### config.mk
export PLATFORM = sky130hd
export DESIGN_NAME = ex_wb_buffer
export DESIGN_NICKNAME = d
export VERILOG_FILES = /design/src/rtl/ex_wb_buffer.sv
export SDC_FILE = /design/constraint.sdc
export NUM_CORES = 1
export LEC_CHECK = 0
export ABC_AREA = 1
export CAP_MARGIN = 5
export CORE_ASPECT_RATIO = 2
export CORE_MARGIN = 5
export CORE_UTILIZATION = 53
export CTS_BUF_LIST = sky130_fd_sc_hd__clkbuf_16
export DETAILED_ROUTE_END_ITERATION = 8
export GPL_ROUTABILITY_DRIVEN = 0
export GPL_TIMING_DRIVEN = 0
export PLACE_DENSITY_LB_ADDON = 0.2
export SYNTH_ARGS = -nofsm -noshare
export SYNTH_HDL_FRONTEND = slang
export SYNTH_SLANG_ARGS = --single-unit
### constraint.sdc
create_clock -name clk_i -period 3.69 [get_ports clk_i]
set_input_delay 0.738 -clock clk_i [delete_from_list [all_inputs] [get_ports clk_i]]
set_output_delay 0.738 -clock clk_i [all_outputs]
set_load 0.01 [all_outputs]
### src/rtl/ex_wb_buffer.sv
// ex_wb_buffer: two-entry elastic buffer between the R-type execute unit and
// the register-file write port, with in-order drain and bypass lookups.
module ex_wb_buffer #(
  parameter int unsigned DATA_W = 32,
  parameter int unsigned ADDR_W = 5
) (
  input  logic              clk_i,
  input  logic              rst_i,
  input  logic              flush_i,
  input  logic              ex_valid_i,
  output logic              ex_ready_o,
  input  logic [ADDR_W-1:0] ex_waddr_i,
  input  logic [DATA_W-1:0] ex_wdata_i,
  input  logic              ex_we_i,
  output logic              wb_valid_o,
  input  logic              wb_ready_i,
  output logic [ADDR_W-1:0] wb_waddr_o,
  output logic [DATA_W-1:0] wb_wdata_o,
  output logic              wb_we_o,
  input  logic [ADDR_W-1:0] fwd_raddr1_i,
  input  logic [ADDR_W-1:0] fwd_raddr2_i,
  output logic              fwd_hit1_o,
  output logic [DATA_W-1:0] fwd_data1_o,
  output logic              fwd_hit2_o,
  output logic [DATA_W-1:0] fwd_data2_o,
  output logic [1:0]        count_o
);

  typedef struct packed {
    logic [ADDR_W-1:0] waddr;
    logic [DATA_W-1:0] wdata;
    logic              we;
  } entry_t;

  entry_t     mem [2];
  logic       rd_ptr;
  logic       wr_ptr;
  logic [1:0] count;

  logic   push;
  logic   pop;
  entry_t head;
  entry_t young;
  entry_t old;
  logic   young_vld;
  logic   old_vld;
  logic   y1, o1, y2, o2;

  // A buffered entry satisfies a lookup only if it is live, writes, and targets a non-zero register
  function automatic logic fwd_match(input entry_t e, input logic vld,
                                     input logic [ADDR_W-1:0] ra);
    return vld & e.we & (e.waddr == ra) & (ra != '0);
  endfunction

  // Handshake and head presentation, all derived from stored state only
  always_comb begin
    ex_ready_o = 1'b0;
    wb_valid_o = 1'b0;
    wb_waddr_o = '0;
    wb_wdata_o = '0;
    wb_we_o    = 1'b0;
    head       = mem[rd_ptr];
    ex_ready_o = (count != 2'd2);
    wb_valid_o = (count != 2'd0);
    if (wb_valid_o) begin
      wb_waddr_o = head.waddr;
      wb_wdata_o = head.wdata;
      wb_we_o    = head.we & (head.waddr != '0);
    end
    push    = ex_valid_i & ex_ready_o;
    pop     = wb_valid_o & wb_ready_i;
    count_o = count;
  end

  // Bypass lookup: the most recently pushed entry sits just behind the write pointer
  always_comb begin
    young       = mem[~wr_ptr];
    old         = mem[rd_ptr];
    young_vld   = (count != 2'd0);
    old_vld     = (count == 2'd2);
    y1          = fwd_match(young, young_vld, fwd_raddr1_i);
    o1          = fwd_match(old, old_vld, fwd_raddr1_i);
    y2          = fwd_match(young, young_vld, fwd_raddr2_i);
    o2          = fwd_match(old, old_vld, fwd_raddr2_i);
    fwd_hit1_o  = y1 | o1;
    fwd_hit2_o  = y2 | o2;
    fwd_data1_o = '0;
    fwd_data2_o = '0;
    if (y1)      fwd_data1_o = young.wdata;
    else if (o1) fwd_data1_o = old.wdata;
    if (y2)      fwd_data2_o = young.wdata;
    else if (o2) fwd_data2_o = old.wdata;
  end

  // Storage, pointers and occupancy; reset beats flush, flush beats handshakes
  always_ff @(posedge clk_i) begin
    if (rst_i) begin
      for (int i = 0; i < 2; i++) mem[i] <= '0;
      rd_ptr <= 1'b0;
      wr_ptr <= 1'b0;
      count  <= 2'd0;
    end else if (flush_i) begin
      rd_ptr <= 1'b0;
      wr_ptr <= 1'b0;
      count  <= 2'd0;
    end else begin
      if (push) begin
        mem[wr_ptr] <= '{waddr: ex_waddr_i, wdata: ex_wdata_i, we: ex_we_i};
        wr_ptr      <= wr_ptr + 1'b1;
      end
      if (pop) rd_ptr <= rd_ptr + 1'b1;
      case ({push, pop})
        2'b10:   count <= count + 2'd1;
        2'b01:   count <= count - 2'd1;
        default: count <= count;
      endcase
    end
  end

endmodule

# [After elaboration in Yosys (flattened, before gate mapping)]
# Memories as Yosys holds them, arrays and structs flattened. A register that Yosys moved wholly into a read port is not among the register bits.
# Index checks and enable logic that the tools add are counted.
[word_totals] regBits=4 ramBits=76 inputBits=53 output_inout_bits=108 wordCells=58 n_memories=1
[op_classes] add_sub_neg=4 n_eq_ne=8 n_mux=19 bitwise=16 n_reduce_logical=7
[mem_list] name="mem" words=2 word_bits=38 rd=2 rd_clocked_by_memory_dff=1 wr=2 line="35" text="entry_t mem [2];"
[op_table] op="two-way mux 32 bit" n=5
[op_table] op="two-way mux 38 bit" n=1
[op_table] op="OR reduction 38 bit" n=1
[op_table] op="== test 5 bit" n=4
[op_table] op="nonzero test 5 bit" n=3
[op_table] op="bitwise AND 1 bit" n=13
[op_table] op="two-way mux 1 bit" n=11
[op_table] op="two-way mux 5 bit" n=1
[op_table] op="== test 2 bit, second input constant" n=2
[op_table] op="case mux 2 bit (2 select lines)" n=1
[op_table] op="nonzero test 2 bit" n=2
[op_table] op="adder 1 bit, second input constant" n=2
[op_table] op="adder 2 x 1 -> 2 bit, second input constant" n=1
[op_table] op="== test 2 x 1 -> 1 bit, second input constant" n=1
[op_table] op="inequality test 2 bit, second input constant" n=1
[op_table] op="OR 1 bit" n=2
[op_table] op="OR reduction 2 bit" n=1
[op_table] op="subtractor 2 x 1 -> 2 bit, second input constant" n=1
[op_table] op="NOT 1 bit" n=1

# [Longest topological paths before layout]
# Gate-level depths: netlist of run 1.
[depth] word_depth=8 ltp_mapped=11 mapped_depth_nobuf=10

# [Least setup slack after synthesis of run 1]
# No wires, ideal clock.
[synth_timing] kind="input-to-reg" startpoint="input port flush_i" endpoint="memory mem[1][0] in the netlist's numbering, enable pin" setup_time_ns=0.396 arrival_time_ns=2.264 required_time_ns=3.294 slack_ns=1.030 path_stages=5 n_path_buf=2 path_cell_list="nor2_1 -> nand3_1 -> buf_2 -> buf_2 -> nand2_1"
[synth_lines] item="start: declaration" line="9" text="input logic flush_i,"
[synth_lines] item="end: declaration" line="35"

# [Final worst setup path of run 1]
[layout_timing] startpoint="input port fwd_raddr2_i[4]" endpoint="output port fwd_hit2_o"
[layout_via] elab_chain_cells=4 elab_cells_between_ends=8 classes_between="eq/ne (2); bitwise (5); reduce/logical (1)"
[layout_lines] item="start: declaration" line="21" text="input logic [ADDR_W-1:0] fwd_raddr2_i,"
[layout_lines] item="== test 5 bit" line="52" text="return vld & e.we & (e.waddr == ra) & (ra != '0);"
[layout_lines] item="bitwise AND 1 bit (2 in series)" line="52"
[layout_lines] item="OR 1 bit *" line="86" text="fwd_hit2_o = y2 | o2;"
[layout_lines] item="end: declaration" line="24" text="output logic fwd_hit2_o,"
# Mark *: on every way between the ends. The rest lies on a longest branch, timed or not.

==> impl_metrics.json, run 1 <==
{
  "endpoint_kind": "primary output",
  "ys_seq_area_share_pct": 40.58,
  "final_nets": 1099,
  "clock_latency_ns": 0.33,
  "fin_crit_ns": 3.721,
  "placed_area_um2": 7692,
  "skew_ns": 0.005890,
  "vias": 6649,
  "worstHoldPathCells": 1,
  "io_pins": 161,
  "area_growth_pct": 38.62,
  "startpoint": "fwd_raddr2_i[4]",
  "max-slew-margin-rel_pct": 48.21,
  "fin_cells": 1190,
  "crit_type": "input pin to primary output",
  "slew_violations": 0,
  "clock_path_buffers": 2,
  "tightest_slew_ns": 0.7768,
  "portBuffers": 160,
  "ys_async_sr_fraction_pct": 0,
  "antenna_found_initial": 0,
  "startpoint_type": "input pin",
  "yosysMostFrequentCell": "nand2_1",
  "yosys.area.top_type": "edfxtp_1",
  "setup_violations": 1,
  "dp_slack_ns": -0.1153,
  "yosys_warnings": 0,
  "grt_max_degree": 33,
  "finalCritPeriodShare_pct": 100.8,
  "cts_made_buffers": 9,
  "dp.final_hpwl_um": 14690,
  "die_height_um": 158.8,
  "tns_ns": -0.03090,
  "r2r_end": "mem[1][19]",
  "root_buffer": "clkbuf_16",
  "hold_class": "register to register",
  "syn_nets": 916,
  "postCtsHoldBufs": 0,
  "syn_avg_cell_area_um2": 6.810,
  "die_w_um": 84.42,
  "finalWorstSetupSlack_ns": -0.03090,
  "post_drt_wl_per_cell_um": 16.35,
  "reg2reg_slack_ns": 1.30,
  "drc": 0,
  "syn_inst": 862,
  "max_freq_ghz": 0.2688,
  "design_area_um2": 8138,
  "grt_pass1_vias": 6618,
  "grt_pass1_wl_um": 30330,
  "grt_overflow": 0,
  "powerDensity_nw_per_um2": 284.5,
  "layout-drive-gt1-share_pct": 7.714,
  "path_max_fanout": 10,
  "critPathArrivalTime_ns": 2.98,
  "core_area_um2": 10880,
  "drt-total-wl_um": 19460,
  "hold_end": "rd_ptr",
  "synth-seq-cells": 81,
  "cts.sinks": 81,
  "clk_pin_slew_ns": 0.06,
  "crit_required_ns": 2.95,
  "drtIter0Drc": 535,
  "vias_per_cell": 5.587,
  "drv_cap": 0,
  "antennaDiodeCount": 0,
  "synth_top_area_share_pct": 38.87,
  "synth_cell_types": 23,
  "syn_area_um2": 5871,
  "min-delay-start": "rd_ptr",
  "hold_violations": 0,
  "status": "complete, but fails checks",
  "fin_util_pct": 74.81,
  "cts_tree": "yes",
  "synth_enable_flop_cells": 76,
  "ys_top_cells_by_count": "213 x nand2_1, 130 x inv_1, 125 x nor2_1",
  "globalRouteTotalUtil_pct": 27.73,
  "worstRegToRegCells": 7,
  "numPlacedInstances": 1164,
  "worstReg2RegStart": "wr_ptr",
  "h-tree-depth": 3,
  "nFillCells": 872,
  "drtAntennaViolNets": 0,
  "initial_core_util_pct": 53.97,
  "die-area_um2": 13410,
  "power_leakage_nw": 4.050,
  "drt-pass1-iter-count": 5,
  "rows": 54,
  "synthFlopType": "edfxtp_1",
  "synthTopCellsByArea": "edfxtp_1 39%, nand2_1 14%, inv_1 8.3%, nand3_1 8.2%, nor2_1 8.0%",
  "violations": "setup timing",
  "peakVddDrop_uv": 335.0
}
-- worst max-delay path, cell delays in order --
cell	delay [ns]
clkdlybuf4s50_1	0.51
inv_1	0.09
nand3_1	0.13
nand2_1	0.10
nor2_4	0.22
nand3_4	0.18
buf_6	0.20
o21ai_0	0.18
clkdlybuf4s50_1	0.63
-- area by class of cell --
class / count / area (um2) / share of cell area [%]
buffer: 58 / 334.1 / 4.105
clock buffer: 9 / 225.2 / 2.768
clock inverter: 7 / 37.54 / 0.4613
inverter: 133 / 499.2 / 6.135
multi-input combinational: 590 / 2704 / 33.23
sequential: 81 / 2382 / 29.27
tap: 140 / 175.2 / 2.153
timing repair buffer: 172 / 1780 / 21.88
-- cell usage in the layout (no fill, tap or decap) --
master	n
nand4_1	66
clkinvlp_4	1
buf_6	9
clkbuf_4	1
clkdlybuf4s50_1	137
nand3_4	2
nand3_1	96
inv_6	1
ha_1	1
nor3_1	1
inv_2	3
clkinv_2	2
o21ai_2	1
buf_1	2
dlymetal6s2s_1	22
nand2_2	2
dlygate4sd2_1	1
buf_12	3
o21ai_1	1
edfxtp_1	76
clkbuf_1	16
clkinv_1	2
o21ai_0	70
dfxtp_1	5
buf_2	28
inv_1	131
clkbuf_16	9
nand2_1	211
nor2_4	8
a21oi_1	6
nor2_1	125
buf_4	11
-- registers in the layout, indices dropped and copies added (netlist names), named ones only --
name and cells:
count_o 2, rd_ptr 1, wr_ptr 1, mem 76
-- where the power goes --
| part | total [mW] | internal [mW] | switching, mW | leakage, nW |
|---|---|---|---|---|
| clock | 0.790 | 0.448 | 0.343 | 0.132 |
| sequential | 1.07 | 1.05 | 0.0207 | 0.837 |
| combinational | 0.453 | 0.163 | 0.290 | 3.08 |
| total | 2.32 | 1.66 | 0.654 | 4.05 |
-- what timing repair did --
action,in CTS,in global routing
pin swaps,0,5
cloned,0,3
setup buffers,0,7
resized for setup,2,33
endpoints found under the setup margin,2,62
-- logic make-up after synthesis --
kind of cell	share of synthesized area, %
simple gates	38.66
compound gates	6.714
fa+ha+maj	0.2131
flops	40.58
buf+inv	13.83
-- worst max path at each step --
| stage | to | slack [ns] | cells after the start |
|---|---|---|---|
| after global routing | fwd_hit2_o | -0.03 | 9 |
| final | fwd_hit2_o | -0.03 | 9 |
| after floorplan | mem[1][0] | 1.03 | 5 |
| after global placement | mem[0][7] | -0.21 | 5 |
| after detailed placement | fwd_hit1_o | -0.12 | 9 |
| after CTS | fwd_data2_o[23] | 0.01 | 11 |
-- layer usage --
metal	GRT usage, %	up-vias	share of wire, %
li1	-	3171	-
met1	26.06	3013	33
met2	52.23	371	53
met3	5.654	94	8.2
met4	18.23	0	6.0
met5	0	-	0
-- through the flow --
| step | hold slack, ns | power (mW) |
|---|---|---|
| 6_report | 0.4561 | 2.315 |
| 5_1_grt | 0.5003 | 2.393 |
| 4_1_cts | 0.4518 | 2.297 |
| 3_5_place_dp | 0.4432 | 1.529 |
| 3_3_place_gp | 0.4351 | 1.517 |
| 2_1_floorplan | 0.4255 | 1.334 |
Power figures use the tool's default switching activity.
==> inputs of run 2 (changes only) <==
--- a/config.mk
+++ b/config.mk
@@ -6,7 +6,6 @@
 export NUM_CORES = 1
 export LEC_CHECK = 0
 export ABC_AREA = 1
-export CAP_MARGIN = 5
 export CORE_ASPECT_RATIO = 2
 export CORE_MARGIN = 5
 export CORE_UTILIZATION = 53
==> results of run 2 <==
No change in the layout: final DEF, timing and power equal those of run 1.
==> inputs of run 3 (changes only) <==
--- a/config.mk
+++ b/config.mk
@@ -6,6 +6,7 @@
 export NUM_CORES = 1
 export LEC_CHECK = 0
 export ABC_AREA = 1
+export ABC_CLOCK_PERIOD_IN_PS = 3690
 export CORE_ASPECT_RATIO = 2
 export CORE_MARGIN = 5
 export CORE_UTILIZATION = 53
==> constraint.sdc (replaced) <==
create_clock -name clk_i -period 3.69 [get_ports clk_i]
set_input_delay 0.5535 -clock clk_i [delete_from_list [all_inputs] [get_ports clk_i]]
set_output_delay 0.5535 -clock clk_i [all_outputs]
set_load 0.01 [all_outputs]
==> run 3 against run 2 <==
Against the previous run:
- the run now ends clean
- core utilization decreased by 1.6 points
- fmax is 8.2% higher
- wire length down 2.9%
- global-route usage is essentially flat
- design area decreased by 2.2%
- largest cell class unchanged
- worst hold slack better by 0.0058 ns
- setup slack gained 0.28 ns
- critical path depth unchanged
- clock power hardly changed
- first-iteration DRC count down 7.3%
- combinational power fell by 1%
==> impl_metrics.json, run 3 (synthesis results as in run 1) <==
{
  "p_comb_share_pct": 19.4,
  "top_register": "mem",
  "dp.final_hpwl_um": 14690,
  "path_max_fanout": 10,
  "layout-drive-gt1-share_pct": 6.827,
  "hold_class": "register to register",
  "clock_latency_ns": 0.34,
  "worstRegToRegCells": 7,
  "worstHoldPathCells": 1,
  "antennaDiodeCount": 0,
  "die_height_um": 158.8,
  "fin_util_pct": 73.18,
  "globalRouteTotalUtil_pct": 27.77,
  "drtIter0Drc": 496,
  "status": "completed",
  "cts_tree": "yes",
  "fin_crit_ns": 3.437,
  "critPathMaxStageDelay_ns": 0.62,
  "placed_area_um2": 7692,
  "slew_violations": 0,
  "skew_ns": 0.004370,
  "startpoint_type": "input pin",
  "switchingPower_uw": 646.5,
  "antenna_found_initial": 0,
  "path_cells": "clkdlybuf4s50_1 > inv_1 > nand3_1 > nand2_1 > nor2_4 > nand3_2 > buf_2 > o21ai_0 > clkdlybuf4s50_1",
  "power_leakage_nw": 3.658,
  "sw_frac_of_total_pct": 28.02,
  "grt_pass1_vias": 6617,
  "h-tree-depth": 3,
  "initial_core_util_pct": 53.97,
  "design_power_total_mw": 2.307,
  "drv_cap": 0,
  "grt_pass1_wl_um": 30350,
  "numPlacedInstances": 1164,
  "intPower_mw": 1.661,
  "slowest_stage": "clkdlybuf4s50_1",
  "tightest_slew_ns": 0.7890,
  "cp.depth": 9,
  "peakVddDrop_uv": 335.7,
  "crit_required_ns": 3.14,
  "design_area_um2": 7960,
  "hold_violations": 0,
  "dp_slack_ns": 0.2537,
  "core_area_um2": 10880,
  "rsz0062_at_grt": "no",
  "crit_type": "input pin to primary output",
  "final_common_cell": "nand2_1",
  "clock_path_buffers": 2,
  "io_pins": 161,
  "fin_cells": 1180,
  "portBuffers": 160,
  "max_freq_ghz": 0.2909,
  "area_growth_pct": 35.59,
  "cpMostUsedCell": "clkdlybuf4s50_1",
  "tns_ns": 0,
  "layout_common_cells": "211 x nand2_1, 160 x clkdlybuf4s50_1, 131 x inv_1, 125 x nor2_1, 96 x nand3_1",
  "crit_buf_inv": 4,
  "rows": 54,
  "max-slew-margin-rel_pct": 47.40,
  "grt_overflow": 0,
  "powerDensity_nw_per_um2": 289.9,
  "grt_max_degree": 33,
  "endpoint_kind": "primary output",
  "post_drt_wl_per_cell_um": 16.02,
  "drc": 0,
  "final_nets": 1089,
  "setup_violations": 0,
  "drtAntennaViolNets": 0,
  "cts_made_buffers": 9,
  "vias": 6573,
  "drt-pass1-iter-count": 5,
  "finalCritPeriodShare_pct": 93.16,
  "cts.sinks": 81,
  "seqPwrFrac_pct": 46.4,
  "root_buffer": "clkbuf_16",
  "largest_register_ffs": 76,
  "die_w_um": 84.42,
  "hold_slack_ns": 0.4620,
  "die-area_um2": 13410,
  "vias_per_cell": 5.570,
  "pwr-share-clk_pct": 34.1,
  "cp_top_family": "buffers and inverters",
  "critPathArrivalTime_ns": 2.88,
  "clk_pin_slew_ns": 0.06,
  "finalWorstSetupSlack_ns": 0.2525,
  "drt-total-wl_um": 18900
}
[run 3: cell type report]
| type | instances | area, um2 |
|---|---|---|
| Clock buffer | 9 | 225.2 |
| Inverter | 133 | 499.2 |
| Clock inverter | 7 | 37.54 |
| Multi-Input combinational cell | 590 | 2686 |
| Sequential cell | 81 | 2382 |
| Timing Repair Buffer | 162 | 1642 |
| Tap cell | 140 | 175.2 |
| Buffer | 58 | 312.8 |
| Fill cell | 899 | 2918 |
[run 3: path summary, 6_finish.rpt]
| check | start | slack, ns | end |
|---|---|---|---|
| hold / removal | rd_ptr | 0.46 | rd_ptr |
| setup / recovery | fwd_raddr1_i[3] | 0.25 | fwd_hit1_o |
| setup reg to reg | wr_ptr | 1.30 | mem[1][14] |
| hold reg to reg | rd_ptr | 0.46 | rd_ptr |
[run 3: worst register-to-register path, delay by kind of cell (launching register included)]
| family | cells | cell delay (ns) |
|---|---|---|
| buffers and inverters | 5 | 1.20 |
| AND/OR/NAND/NOR | 2 | 0.43 |
| flip-flops | 1 | 0.44 |
[run 3: repair_timing]
item | in CTS | in global routing
setup buffers | 0 | 0
resized for setup | 0 | 1
hold buffers | 0 | 0
endpoints found under the setup margin | 0 | 1
[run 3: power groups by stage]
stage,Sequential (mW),Combinational (mW),Clock [mW]
2_1_floorplan,1.09,0.248,0
3_3_place_gp,1.09,0.426,0
3_5_place_dp,1.09,0.439,0
4_1_cts,1.07,0.441,0.784
5_1_grt,1.07,0.489,0.825
6_report,1.07,0.448,0.787
[run 3: per-layer routing]
metal / vias to the layer above / track usage [%] / part of all wire [%]
met1: 2968 / 26.23 / 32
met3: 80 / 5.446 / 8.8
met4: 0 / 18.16 / 5.2
li1: 3149 / - / -
met2: 376 / 52.34 / 54
met5: - / 0 / 0
